## config.mk

```make
export PLATFORM = sky130hd
export DESIGN_NAME = imem_loader
export DESIGN_NICKNAME = d
export VERILOG_FILES = /design/src/rtl/imem_loader_pkg.sv /design/src/rtl/imem_byte_sel.sv /design/src/rtl/imem_loader.sv
export SDC_FILE = /design/constraint.sdc
export NUM_CORES = 1
export LEC_CHECK = 0
export BUFFER_PORTS_ARGS = -buffer_cell sky130_fd_sc_hd__buf_2
export CAP_MARGIN = 20
export CORE_UTILIZATION = 49
export CTS_BUF_LIST = sky130_fd_sc_hd__clkbuf_4
export CTS_CLUSTER_SIZE = 28
export DETAILED_ROUTE_END_ITERATION = 7
export GPL_TIMING_DRIVEN = 0
export PLACE_DENSITY = 0.75
export SLEW_MARGIN = 25
export SYNTH_ARGS = -nofsm -noshare
export SYNTH_HDL_FRONTEND = slang
export SYNTH_SLANG_ARGS = --single-unit
```

## constraint.sdc

```tcl
create_clock -name clk -period 1.7 [get_ports clk]
set_clock_uncertainty 0.1 [all_clocks]
set_input_delay 0 -clock clk [delete_from_list [all_inputs] [get_ports clk]]
set_output_delay 0 -clock clk [all_outputs]
set_load 0.005 [all_outputs]
```

## src/rtl/imem_loader_pkg.sv

```systemverilog
// Shared definitions for the instruction-memory loader and the fetch stage:
// memory geometry defaults, FSM encoding and big-endian byte-lane order.
package imem_loader_pkg;

  localparam int DEF_MEM_BYTES = 20;
  localparam int DEF_ADDR_W    = 5;

  typedef enum logic [1:0] {
    ST_IDLE = 2'd0,
    ST_BYTE = 2'd1,
    ST_DONE = 2'd2
  } state_t;

  // Lane index = byte offset within the word; offset 0 carries the MSB.
  localparam logic [1:0] LANE_B3   = 2'd0;
  localparam logic [1:0] LANE_B2   = 2'd1;
  localparam logic [1:0] LANE_B1   = 2'd2;
  localparam logic [1:0] LANE_B0   = 2'd3;
  localparam logic [1:0] LAST_LANE = LANE_B0;

endpackage

```

## src/rtl/imem_byte_sel.sv

```systemverilog
// Big-endian 32-to-8 lane mux: byte offset 0 selects bits 31:24.
module imem_byte_sel
  import imem_loader_pkg::*;
(
  input  logic [31:0] word,
  input  logic [1:0]  byte_idx,
  output logic [7:0]  byte_out
);

  always_comb begin
    byte_out = 8'h00;
    case (byte_idx)
      LANE_B3: byte_out = word[31:24];
      LANE_B2: byte_out = word[23:16];
      LANE_B1: byte_out = word[15:8];
      LANE_B0: byte_out = word[7:0];
      default: byte_out = 8'h00;
    endcase
  end

endmodule

```

## src/rtl/imem_loader.sv

```systemverilog
// Accepts 32-bit instruction words over valid/ready and writes them into the
// byte-wide instruction memory as four big-endian bytes; raises cpu_run when done.
module imem_loader
  import imem_loader_pkg::*;
#(
  parameter int MEM_BYTES = DEF_MEM_BYTES,
  parameter int ADDR_W    = DEF_ADDR_W
) (
  input  logic              clk,
  input  logic              rst_n,
  input  logic              wr_valid,
  input  logic [31:0]       wr_data,
  input  logic              wr_last,
  output logic              wr_ready,
  input  logic              restart,
  output logic              mem_we,
  output logic [ADDR_W-1:0] mem_addr,
  output logic [7:0]        mem_wdata,
  output logic [ADDR_W-3:0] words_loaded,
  output logic              load_done,
  output logic              cpu_run
);

  // Base address of the final word slot; writing it fills the memory.
  localparam logic [ADDR_W-1:0] BASE_MAX = ADDR_W'(MEM_BYTES - 4);

  state_t            state;
  logic [ADDR_W-1:0] base;
  logic [1:0]        byte_idx;
  logic [31:0]       word;
  logic              last;
  logic [7:0]        lane_byte;

  imem_byte_sel u_byte_sel (
    .word     (word),
    .byte_idx (byte_idx),
    .byte_out (lane_byte)
  );

  always_ff @(posedge clk or negedge rst_n) begin
    if (!rst_n) begin
      state        <= ST_IDLE;
      base         <= '0;
      byte_idx     <= '0;
      words_loaded <= '0;
      word         <= '0;
      last         <= 1'b0;
    end else if (restart) begin
      state        <= ST_IDLE;
      base         <= '0;
      byte_idx     <= '0;
      words_loaded <= '0;
    end else begin
      case (state)
        ST_IDLE: begin
          if (wr_valid && wr_ready) begin
            word     <= wr_data;
            last     <= wr_last;
            byte_idx <= '0;
            state    <= ST_BYTE;
          end
        end
        ST_BYTE: begin
          if (byte_idx == LAST_LANE) begin
            byte_idx     <= '0;
            base         <= base + ADDR_W'(4);
            words_loaded <= words_loaded + (ADDR_W-2)'(1);
            state        <= (last || base == BASE_MAX) ? ST_DONE : ST_IDLE;
          end else begin
            byte_idx <= byte_idx + 2'd1;
          end
        end
        ST_DONE: state <= ST_DONE;
        default: state <= ST_IDLE;
      endcase
    end
  end

  // Restart blocks acceptance in its own cycle so a coincident word is not lost silently.
  assign wr_ready  = rst_n && (state == ST_IDLE) && !restart;
  assign mem_we    = (state == ST_BYTE);
  assign mem_addr  = mem_we ? (base + ADDR_W'(byte_idx)) : '0;
  assign mem_wdata = mem_we ? lane_byte : 8'h00;
  assign load_done = (state == ST_DONE);
  assign cpu_run   = load_done;

endmodule

```

Yosys cells after proc, flatten, opt, wreduce, memory -nomap -nowiden
Index checks and enable logic that the tools add are counted.
{"block": "word_totals", "word_cells": 51, "output_inout_bits": 20, "input_bits": 37, "regBits": 45}
{"block": "op_classes", "n_addsub": 4, "n_eq_ne": 8, "mux": 18, "bitwise_logic": 1, "n_reduce_logical": 14}
{"op": "8-bit one-hot mux with 4 select lines", "count": 1}
{"op": "5-bit 2-to-1 mux", "count": 4}
{"op": "2-bit 2-to-1 mux", "count": 7}
{"op": "3-bit 2-to-1 mux", "count": 3}
{"op": "8-bit 2-to-1 mux", "count": 1}
{"op": "2-bit == test, second input constant", "count": 3}
{"op": "2-bit one-hot mux with 3 select lines", "count": 1}
{"op": "2-bit AND reduction", "count": 3}
{"op": "5-bit by 2-bit adder with 5-bit output", "count": 1}
{"op": "5-bit by 3-bit adder with 5-bit output, second input constant", "count": 1}
{"op": "5-bit == test, second input constant", "count": 1}
{"op": "2-bit by 1-bit == test with 1-bit output, second input constant", "count": 2}
{"op": "2-bit logical NOT", "count": 2}
{"op": "2-bit one-hot mux with 2 select lines", "count": 1}
{"op": "2-bit nonzero test", "count": 2}
{"op": "3-bit by 1-bit adder with 3-bit output, second input constant", "count": 1}
{"op": "1-bit logical AND", "count": 3}
{"op": "3-bit by 2-bit inequality test with 1-bit output, second input constant", "count": 1}
{"op": "3-bit inequality test, second input constant", "count": 1}
{"op": "3-bit AND reduction", "count": 1}
{"op": "3-bit nonzero test", "count": 1}
{"op": "2-bit by 1-bit adder with 2-bit output, second input constant", "count": 1}
{"op": "1-bit logical NOT", "count": 1}
{"op": "1-bit logical OR", "count": 1}
{"op": "1-bit inverter", "count": 1}

Depth between registers and ports, before layout
Gate-level depths: netlist (run 1).
{"block": "depth", "depth_word": 7, "mapped_depth": 6, "mapped_depth_nobuf": 5}

Modules after synthesis
Synthesis (run 1) repeated with hierarchy kept, for this count alone.
{"block": "hier_totals", "cells_unflattened": 145, "area_unflattened_um2": 2158.3}
{"module": "imem_loader", "seq_area_each_um2": 1076.0, "area_each_um2": 1961.9, "n_inst": 1, "cells_each": 135}
{"module": "imem_byte_sel", "seq_area_each_um2": 0.0, "area_each_um2": 196.4, "n_inst": 1, "cells_each": 10}

Least setup slack after synthesis (run 1)
OpenSTA, ideal clock, no wires.
{"block": "synth_path", "kind": "reg2reg", "start": "register state[1]", "end": "register last", "required_time_ns": 1.475, "path_slack_ns": 0.020, "arrival_ns": 1.455, "stages_incl_launch_ff": 6, "setup_time_ns": 0.125, "n_path_buf": 2, "path_cell_list": "dfrtp_1 -> nand3b_4 -> or3_1 -> buf_6 -> buf_12 -> mux2_4"}
{"block": "synth_between", "elab_chain_len": 5}
{"item": "start, declared", "line": "imem_loader.sv:27", "source": "state_t state;"}
{"item": "start signal, assigned", "line": "imem_loader.sv:68", "source": "state <= (last || base == BASE_MAX) ? ST_DONE : ST_IDLE;"}
{"item": "2-bit logical NOT *", "line": "imem_loader.sv:54, imem_loader.sv:80"}
{"item": "1-bit logical AND (2 in series)", "line": "imem_loader.sv:80", "source": "assign wr_ready = rst_n && (state == ST_IDLE) && !restart;"}
{"item": "1-bit logical AND", "line": "imem_loader.sv:56", "source": "if (wr_valid && wr_ready) begin"}
{"item": "3-bit AND reduction (no source line) *"}
{"item": "end signal, assigned", "line": "imem_loader.sv:58", "source": "last <= wr_last;"}
{"item": "end, declared", "line": "imem_loader.sv:31", "source": "logic last;"}
Mark *: on every way between the ends. The rest lies on a longest branch, timed or not.
A chain may end at the register's enable or synchronous reset.

Final worst setup path (run 1)
{"block": "layout_path", "start": "register byte_idx[1]", "end": "output mem_wdata[4]"}
{"block": "layout_between", "elab_chain_len": 3, "word_cells_on_any_way": 6, "classes_between": "eq/ne: 3; mux: 2; reduce/logical: 1"}
{"item": "start, declared", "line": "imem_loader.sv:29", "source": "logic [1:0] byte_idx;"}
{"item": "start signal, assigned", "line": "imem_loader.sv:70", "source": "byte_idx <= byte_idx + 2'd1;"}
{"item": "2-bit == test (tied with other cells)", "line": "imem_byte_sel.sv:12", "source": "case (byte_idx)"}
{"item": "8-bit one-hot mux with 4 select lines *", "line": "imem_byte_sel.sv:12"}
{"item": "8-bit 2-to-1 mux *", "line": "imem_loader.sv:83", "source": "assign mem_wdata = mem_we ? lane_byte : 8'h00;"}
{"item": "end, declared", "line": "imem_loader.sv:18", "source": "output logic [7:0] mem_wdata,"}
Marked as above.

==> results of run 1 <==
routing by layer:
layer,share of wire [%],vias to the layer above,global-route usage (%)
met5,0,-,0
met4,2.9,0,10.42
met3,4.6,16,6.167
met2,51,68,39.09
met1,41,900,30.13
li1,-,814,-
flip-flops by register name, summed over array words and instances (netlist names):
| register | count |
|---|---|
| base | 3 |
| words_loaded | 3 |
| last | 1 |
| word | 32 |
| state | 2 |
| byte_idx | 2 |
cell type report:
cell class / count / area [um^2]
buffer: 8 / 122.6
clock buffer: 6 / 45.04
clock inverter: 1 / 30.03
fill: 242 / 870.8
inverter: 6 / 22.52
multi-input combinational: 101 / 1020
sequential: 43 / 1080
tap: 50 / 62.56
timing repair buffer: 111 / 862.1
stage by stage:
step / setup TNS, ns / hold slack (ns) / cells / power (mW) / utilization (%)
2_1_floorplan: 0 / -0.3956 / 163 / 1.673 / -
6_report: -3.426 / -0.4690 / 326 / 2.640 / 78.84
5_1_grt: -5.170 / -0.4462 / 326 / 2.757 / 78.84
3_5_place_dp: -16.66 / 0.1277 / 269 / 1.841 / 60.96
4_1_cts: -3.599 / -0.2624 / 315 / 2.570 / 74.37
3_3_place_gp: -16.56 / 0.1281 / 269 / 1.820 / 60.96
worst max-delay path: stages (launching register included):
cell and delay (ns):
dfrtp_1 0.46, ha_4 0.20, clkbuf_16 0.16, a222oi_1 0.34
a21oi_1 0.15, buf_2 0.14
path summary, 6_finish.rpt:
kind                        startpoint      endpoint  slack [ns]
min in group clk               restart       base[4]        0.08
setup reg to reg              state[1]      word[15]       -0.10
setup / recovery           byte_idx[1]  mem_wdata[4]       -0.21
hold reg to reg               word[24]      word[24]        0.43
hold / removal                   rst_n   byte_idx[1]       -0.47
max in group asynchronous        rst_n   byte_idx[0]        1.53
power groups by stage:
stage / combinational (mW) / clock [mW] / sequential [mW]
finish: 0.658 / 0.645 / 1.34
global route: 0.702 / 0.699 / 1.36
CTS: 0.589 / 0.652 / 1.33
detailed placement: 0.498 / 0 / 1.34
global placement: 0.485 / 0 / 1.33
floorplan: 0.369 / 0 / 1.30
synthesized netlist by cell type:
cell type / instances
nor2_1: 10
mux2_2: 4
clkbuf_1: 5
nand3b_1: 1
or3_1: 1
nand2b_1: 1
inv_1: 6
and2_1: 1
nand3_1: 3
buf_12: 3
buf_6: 1
buf_2: 1
o21ai_0: 8
xor2_1: 3
buf_4: 1
dfrtp_1: 43
a222oi_1: 8
nor2b_1: 1
nand2_1: 3
nand3b_4: 1
o31ai_1: 1
nor4b_1: 2
a21o_1: 1
a31oi_1: 2
xnor2_1: 1
buf_1: 2
nand4b_1: 2
ha_1: 7
a21oi_1: 11
mux2_4: 29
kinds of logic after synthesis:
logic type,count (synthesis)
adder cells (fa/ha/maj),7
XOR/XNOR,4
AND/OR/NAND/NOR,26
buffers and inverters,19
multiplexers,33
AO/OA/AOI/OAI,31
flip-flops,43
repair_timing:
| item | in CTS | in global routing |
|---|---|---|
| pin swaps | 7 | 3 |
| hold endpoints to repair | 78 | 43 |
| setup endpoints to repair | 43 | 42 |
| resized for setup | 23 | 8 |
| gates cloned | 0 | 4 |
| buffers inserted | 10 | 7 |
==> results_dict.tcl, run 1 <==
set metrics [dict create \
    synthMuxAreaShare_pct 22.18 \
    endpoint_kind "output pin" \
    p_sw_uw 667.9 \
    violations "hold timing, setup timing" \
    ant_nets 0 \
    period_share_pct 112.5 \
    worst_hold_path_type "in -> async" \
    postCtsHoldBufs 34 \
    vias 1798 \
    mostFrequentLayoutCells "buf_2, dfrtp_1, dlygate4sd3_1, mux2_4, buf_4" \
    synth_top_area_share_pct 49.68 \
    crit_arrival_ns 1.81 \
    power_density_nw_per_um2 813.7 \
    synth_fa_ha_area_share_pct 4.044 \
    ir_drop_v 0.0005545 \
    maxCapViolations 0 \
    start_util_pct 52.63 \
    synth.yosys.seq_area_share_pct 49.68 \
    place_area_um2 2509 \
    seq_power_share_pct 50.6 \
    wl_um 6101 \
    setup_ws_ns -0.2120 \
    crit_type "reg -> out" \
    p_clk_share_pct 24.4 \
    synth_top_family_by_area "multiplexers" \
    cp.required_ns 1.60 \
    cts_buffers 5 \
    rsz0062_at_grt "true" \
    firstDrtPassIters 6 \
    finalHoldViolCount 43 \
    std_cell_rows 23 \
    syn_nets 207 \
    grt_max_degree 46 \
    root_buffer "clkbuf_4" \
    synth_area_leader_cell "dfrtp_1" \
    synth-simple-area-share_pct 6.990 \
    die_x_um 68.49 \
    drt-initial-drc-count 166 \
    die_area_um2 4690 \
    drc 0 \
    cts_buffer_depth 2 \
    numPortBuffers 56 \
    diodes 0 \
    synth-compound-area-share_pct 9.359 \
    final_nets 320 \
    clkSlewWorstSetupHoldPaths_ns 0.13 \
    syn_avg_cell_area_um2 13.29 \
    crit_path_start_kind "register" \
    die_h_um 68.49 \
    worst_slew_pin_slew_ns 0.5911 \
    run_status "finished with violations" \
    detail_route.wl_per_cell_um 18.71 \
    ys_warn_count 0 \
    worst-path-max-fanout 8 \
    setup_viol 41 \
    viasPerCell 5.515 \
    swShare_pct 25.30 \
    leakagePower_nw 1.643 \
    antenna_found_initial 0 \
    syn_area_um2 2166 \
    clock.fmax_mhz 523.0 \
    ys_seq_elements 43 \
    gp_congestion 0.7764 \
    period_needed_ns 1.912 \
    reg2reg_depth 4 \
    final_common_cell "buf_2" \
    drv_slew 0 \
    grt_pass1_wl_um 7914 \
    internal_power_mw 1.972 \
    drive_above_1_share_pct 50.00 \
    grt_overflow 0 \
    slew_headroom_pct 60.59 \
    h-tree-depth 2 \
    syn_to_final_growth_pct 49.80 \
    synth-xor-area-share_pct 1.618 \
    clkSinkCount 43 \
    grt_usage_pct 24.10 \
    ios 57 \
    syn_inst 163 \
    cts_tree "yes" \
    dp_hpwl_um 3160 \
    ys_types 30 \
    power_frac_comb_pct 24.9 \
    core_area_um2 4115 \
    grt_pass1_vias 1716 \
    preCtsSetupSlack_ns -0.4878 \
    final_area_um2 3244 \
    synth_area_leaders "dfrtp_1, mux2_4, ha_1, a222oi_1, buf_12" \
    insertion_delay_ns 0.36 \
    timing.hold.ws_ns -0.4690 \
]
(Power assumes the default switching activity.)
==> run 2, diff against run 1 <==
- CELL_PAD_IN_SITES_DETAIL_PLACEMENT: unset -> 1
- CELL_PAD_IN_SITES_GLOBAL_PLACEMENT: unset -> 1
- CORE_UTILIZATION: 49 -> 39
==> run 2 against run 1 <==
Compared with the run above: critical endpoint is now mem_wdata[2]; critical path type unchanged; highest routed layer unchanged; non-clock buffer count shrank 1; worst hold slack lost 0.031 ns; the flow still finishes with violations (hold timing, setup timing); clock power grew 4.5%.
==> results_dict.tcl, run 2 (synthesis gave the netlist of run 1 again) <==
set metrics [dict create \
    run_status "finished with violations" \
    violations "hold timing, setup timing" \
    syn_to_final_growth_pct 48.87 \
    grt_pass1_wl_um 11620 \
    die_area_um2 5855 \
    wl_um 7421 \
    rsz0062_at_grt "true" \
    timing.hold.ws_ns -0.5000 \
    worst_slew_pin_slew_ns 0.5926 \
    cts_tree "yes" \
    ant_nets 0 \
    clock.fmax_mhz 519.8 \
    cp.required_ns 1.60 \
    max_stage_delay_ns 0.47 \
    dp_hpwl_um 3556 \
    power.total_mw 2.679 \
    ios 57 \
    cp_cell_sequence "inv_1 > ha_1 > inv_2 > buf_4 > o21ai_0 > a21oi_1 > buf_2" \
    grt_use_met1_pct 31.47 \
    core_area_um2 5238 \
    drc 0 \
    fillers 548 \
    grt_pass1_vias 2043 \
    busiest_layer "met2" \
    detail_route.wl_per_cell_um 21.45 \
    antenna_found_initial 0 \
    largest_reg_flops 32 \
    cts_buffers 5 \
    period_needed_ns 1.924 \
    die_h_um 76.52 \
    power_density_nw_per_um2 831.0 \
    grt_overflow 0 \
    grtUsageMet3_pct 5.269 \
    crit_type "reg -> out" \
    period_share_pct 113.2 \
    gp_congestion 0.6951 \
    grt_usage_pct 27.16 \
    multiInputGateArea_um2 1008 \
    drt-initial-drc-count 111 \
    setup_ws_ns -0.2238 \
    vias 1820 \
    final_nets 319 \
    cp_slowest_cell "dfrtp_2" \
    endpoint_kind "output pin" \
    ir_drop_v 0.0005018 \
    firstDrtPassIters 5 \
    drv_slew 0 \
    final_util_pct 61.56 \
    postCtsHoldBufs 34 \
    regMostFlops "word" \
    slew_headroom_pct 60.49 \
    mostFrequentLayoutCells "buf_2, dfrtp_1, dlygate4sd3_1, mux2_4, buf_4" \
    worst_hold_path_type "in -> async" \
    grt_max_degree 46 \
    drive_above_1_share_pct 49.64 \
    h-tree-depth 2 \
    diodes 0 \
    top_regs "word: 32 flops, base: 3 flops, words_loaded: 3 flops" \
    finalHoldViolCount 43 \
    crit_path_start_kind "register" \
    reg2reg_depth 5 \
    die_x_um 76.52 \
    numPortBuffers 56 \
    crit_arrival_ns 1.82 \
    std_cell_rows 26 \
    maxCapViolations 0 \
    met2_usage_pct 49.55 \
    clkSlewWorstSetupHoldPaths_ns 0.16 \
    insertion_delay_ns 0.37 \
    final-instance-count-excl-fill 346 \
    clkSinkCount 43 \
    start_util_pct 41.35 \
    root_buffer "clkbuf_4" \
    place_inst 289 \
    preCtsSetupSlack_ns -0.4992 \
    regArea_um2 1081 \
    viasPerCell 5.260 \
    cts_buffer_depth 2 \
    worst-path-max-fanout 6 \
    final_common_cell "buf_2" \
    setup_viol 32 \
    leakagePower_nw 1.620 \
]
-- run 2: through the flow --
stage / setup TNS [ns] / instance area [um^2]
2_1_floorplan: 0 / 2166
3_3_place_gp: -17.51 / 2534
3_5_place_dp: -17.54 / 2534
4_1_cts: -3.347 / 3249
5_1_grt: -5.344 / 3224
6_report: -3.863 / 3224
-- run 2: timing repair --
item | 4_1_cts | 5_1_grt
pin swaps | 6 | 6
gates resized for setup | 27 | 7
hold endpoints to repair | 77 | 43
gates cloned | 4 | 0
endpoints found under the setup margin | 43 | 45
setup buffers | 17 | 3
-- run 2: worst paths after layout --
check / slack [ns] / from / end
worst max-delay path: -0.22 / byte_idx[1] / mem_wdata[2]
worst min-delay path: -0.50 / rst_n / word[29]
worst max register to register: -0.13 / state[1] / word[30]
worst min register to register: 0.43 / word[28] / word[28]
max in group asynchronous: 1.54 / rst_n / byte_idx[0]
min in group clk: 0.08 / restart / state[1]
-- run 2: layer usage --
| metal | share of wire (%) | up-vias |
|---|---|---|
| met1 | 41 | 945 |
| met3 | 3.8 | 12 |
| met5 | 0 | - |
| met4 | 1.7 | 0 |
| li1 | - | 812 |
| met2 | 54 | 51 |
-- run 2: layout make-up --
cell class	instances	area share, %
Clock buffer	5	1.164
Multi-Input combinational cell	101	31.28
Timing Repair Buffer	111	25.88
Buffer	7	3.454
Tap cell	70	2.716
Inverter	6	0.7761
Clock inverter	3	1.203
Sequential cell	43	33.53
-- run 2: power by group --
| part | switching [mW] | internal (mW) | leakage [nW] |
|---|---|---|---|
| clock | 0.371 | 0.303 | 0.0426 |
| combinational | 0.233 | 0.421 | 1.05 |
| sequential | 0.139 | 1.21 | 0.524 |
-- run 2: worst max-delay path, delay by kind of cell, from the launching register on --
family,cells,cell delay (ns)
DFF,1,0.47
AOI/OAI and AO/OA,2,0.28
adders and majority gates,1,0.19
buffers and inverters,4,0.52
==> run 3, diff against run 2 <==
- ABC_AREA: unset -> 1
- CORE_UTILIZATION: 39 -> 35
- PLACE_DENSITY: 0.75 -> 0.74
- SETUP_SLACK_MARGIN: unset -> 0.1
==> run 3 against run 2 <==
Compared with the run above: the flow still finishes with violations (hold timing, setup timing); die area increased by 10%; sequential cell count unchanged; maximum frequency increased by 2.2%; count of clock-buffer cells in the layout unchanged; routed wire length increased by 18%; area after synthesis decreased by 1.0%; clock power decreased by 19%; global-route usage decreased by 2.4 points; final cell count increased by 34%; first-iteration DRC count increased by 56%; core utilization increased by 0.67 points; critical endpoint is now mem_wdata[4]; largest cell class is now multi-input combinational cells; highest routed layer unchanged.
==> results_dict.tcl, run 3 <==
set metrics [dict create \
    drive_above_1_share_pct 48.32 \
    die_h_um 80.26 \
    firstDrtPassIters 4 \
    run_status "finished with violations" \
    ir_drop_v 0.0005061 \
    detail_route.wl_per_cell_um 19.03 \
    die_area_um2 6441 \
    cts_tree "yes" \
    final_area_um2 3685 \
    ant_nets 0 \
    clock.fmax_mhz 531.0 \
    slew_headroom_pct 61.47 \
    syn_nets 308 \
    place_area_um2 2512 \
    grt_overflow 0 \
    reg2reg_depth 10 \
    cts_buffers 5 \
    syn_area_um2 2143 \
    ys_types 22 \
    synth_top_area_share_pct 50.20 \
    grt_max_degree 45 \
    clkSlewWorstSetupHoldPaths_ns 0.15 \
    max_stage_delay_ns 0.45 \
    critical-path-top-delay-family "buffers and inverters" \
    antenna_found_initial 0 \
    drt-initial-drc-count 173 \
    worst_hold_path_type "in -> async" \
    core_area_um2 5921 \
    crit_type "reg -> out" \
    viasPerCell 5.190 \
    gp_congestion 0.7327 \
    h-tree-depth 2 \
    dp_hpwl_um 4346 \
    syn_avg_cell_area_um2 8.119 \
    crit_path_start_kind "register" \
    period_share_pct 110.8 \
    vias 2398 \
    root_buffer "clkbuf_4" \
    cts_buffer_depth 2 \
    synth_area_leaders "dfrtp_1, nand2_1, nand3_1, ha_1, o21ai_0" \
    grt_usage_pct 24.79 \
    clkSinkCount 43 \
    final_nets 430 \
    ys.flop_type "dfrtp_1" \
    timing.hold.ws_ns -0.5133 \
    endpoint_kind "output pin" \
    numPortBuffers 55 \
    finalHoldViolCount 43 \
    final.setup.tns_ns -3.932 \
    ys_seq_elements 43 \
    r2r-end "word[6]" \
    die_x_um 80.26 \
    diodes 0 \
    crit_buf_inv 4 \
    ios 57 \
    synth.yosys.seq_area_share_pct 50.20 \
    mostFrequentLayoutCells "buf_2, nand2_1, dfrtp_1, nand3_1, dlygate4sd3_1" \
    cp_slowest_cell "dfrtp_1" \
    insertion_delay_ns 0.39 \
    start_util_pct 36.20 \
    postSynth.asyncResetShare_pct 100.0 \
    r2r_slack_ns -0.11 \
    worstReg2RegStart "state[1]" \
    postCtsHoldBufs 35 \
    period_needed_ns 1.883 \
    worst_slew_pin_slew_ns 0.5779 \
    violations "hold timing, setup timing" \
    largest_reg_flops 32 \
    cp.required_ns 1.60 \
    synth_enable_flop_cells 0 \
    final_common_cell "buf_2" \
    cp_cell_sequence "inv_2 > ha_4 > clkbuf_16 > inv_12 > o21ai_2 > a31oi_1 > buf_2" \
    drv_slew 0 \
    ys_warn_count 0 \
    maxCapViolations 0 \
    drc 0 \
    synth_area_leader_cell "dfrtp_1" \
    worst-path-max-fanout 8 \
    grt_pass1_vias 2370 \
    setup_viol 42 \
    wl_um 8791 \
    grt_pass1_wl_um 11600 \
    crit_arrival_ns 1.78 \
    rsz0062_at_grt "true" \
    regMostFlops "word" \
    power_density_nw_per_um2 772.7 \
    syn_inst 264 \
    leakagePower_nw 1.812 \
    syn_to_final_growth_pct 71.92 \
    synth.most_common_cell "nand2_1" \
    setup_ws_ns -0.1831 \
    std_cell_rows 28 \
    top_regs "word: 32 flops, base: 3 flops, words_loaded: 3 flops" \
    synth_common_cells "nand2_1, dfrtp_1, nand3_1" \
]
run 3: cell families after synthesis:
| logic type | after synthesis | share of synthesized area, % |
|---|---|---|
| simple gates | 147 | 29.13 |
| flops | 43 | 50.20 |
| compound gates | 34 | 8.406 |
| buf+inv | 31 | 7.355 |
| fa+ha+maj | 7 | 4.086 |
| xor+xnor | 2 | 0.8174 |
run 3: through the flow:
step	power [mW]	cells	setup slack [ns]	utilization, %
2_1_floorplan	1.592	264	0.3063	-
3_3_place_gp	1.776	394	-0.4538	42.43
3_5_place_dp	1.802	394	-0.5253	42.43
4_1_cts	2.501	449	-0.07880	54.27
5_1_grt	2.973	462	-0.2339	62.24
6_report	2.847	462	-0.1831	62.24
run 3: area by class of cell:
| cell class | instances | area (um^2) |
|---|---|---|
| flip-flops and latches | 43 | 1077 |
| plain buffers | 16 | 176.4 |
| multi-input cells | 191 | 1313 |
| inverters | 15 | 71.32 |
| repair buffers | 114 | 900.9 |
| clock inverters | 3 | 15.01 |
| well taps | 75 | 93.84 |
| clock buffers | 5 | 37.54 |
| fillers | 678 | 2236 |
run 3: per-layer routing:
layer	wire, um	share of wire [%]	GRT usage [%]
met1	3631	41	28.48
met2	4723	54	45.81
met3	269	3.1	3.864
met4	166	1.9	9.464
met5	0	0	0
run 3: worst max-delay path by stage:
stage                    to  cells after the start   startpoint  slack, ns
2_1_floorplan       base[4]                      6  byte_idx[0]       0.31
3_3_place_gp        word[4]                      7        rst_n      -0.45
3_5_place_dp       word[31]                      7        rst_n      -0.53
4_1_cts        mem_wdata[5]                      7  byte_idx[0]      -0.08
5_1_grt        mem_wdata[3]                      7  byte_idx[0]      -0.23
6_report       mem_wdata[4]                      7  byte_idx[0]      -0.18
run 3: where the power goes:
group          total [mW]  internal [mW]  switching, mW
Sequential           1.42           1.21          0.214
Combinational       0.879          0.433          0.446
Clock               0.547          0.155          0.392
run 3: timing repair:
item / in CTS / in global routing
setup endpoints to repair: 50 / 46
cloned: 2 / 4
pin swaps: 13 / 9
resized for setup: 66 / 94
endpoints found under the hold margin: 80 / 43
setup buffers: 10 / 9
run 3: worst register-to-register path, delay by kind of cell, from the launching register on:
| kind | cells | cell delay [ns] |
|---|---|---|
| DFF | 1 | 0.42 |
| and+or+nand+nor | 5 | 0.49 |
| buffers and inverters | 5 | 0.71 |
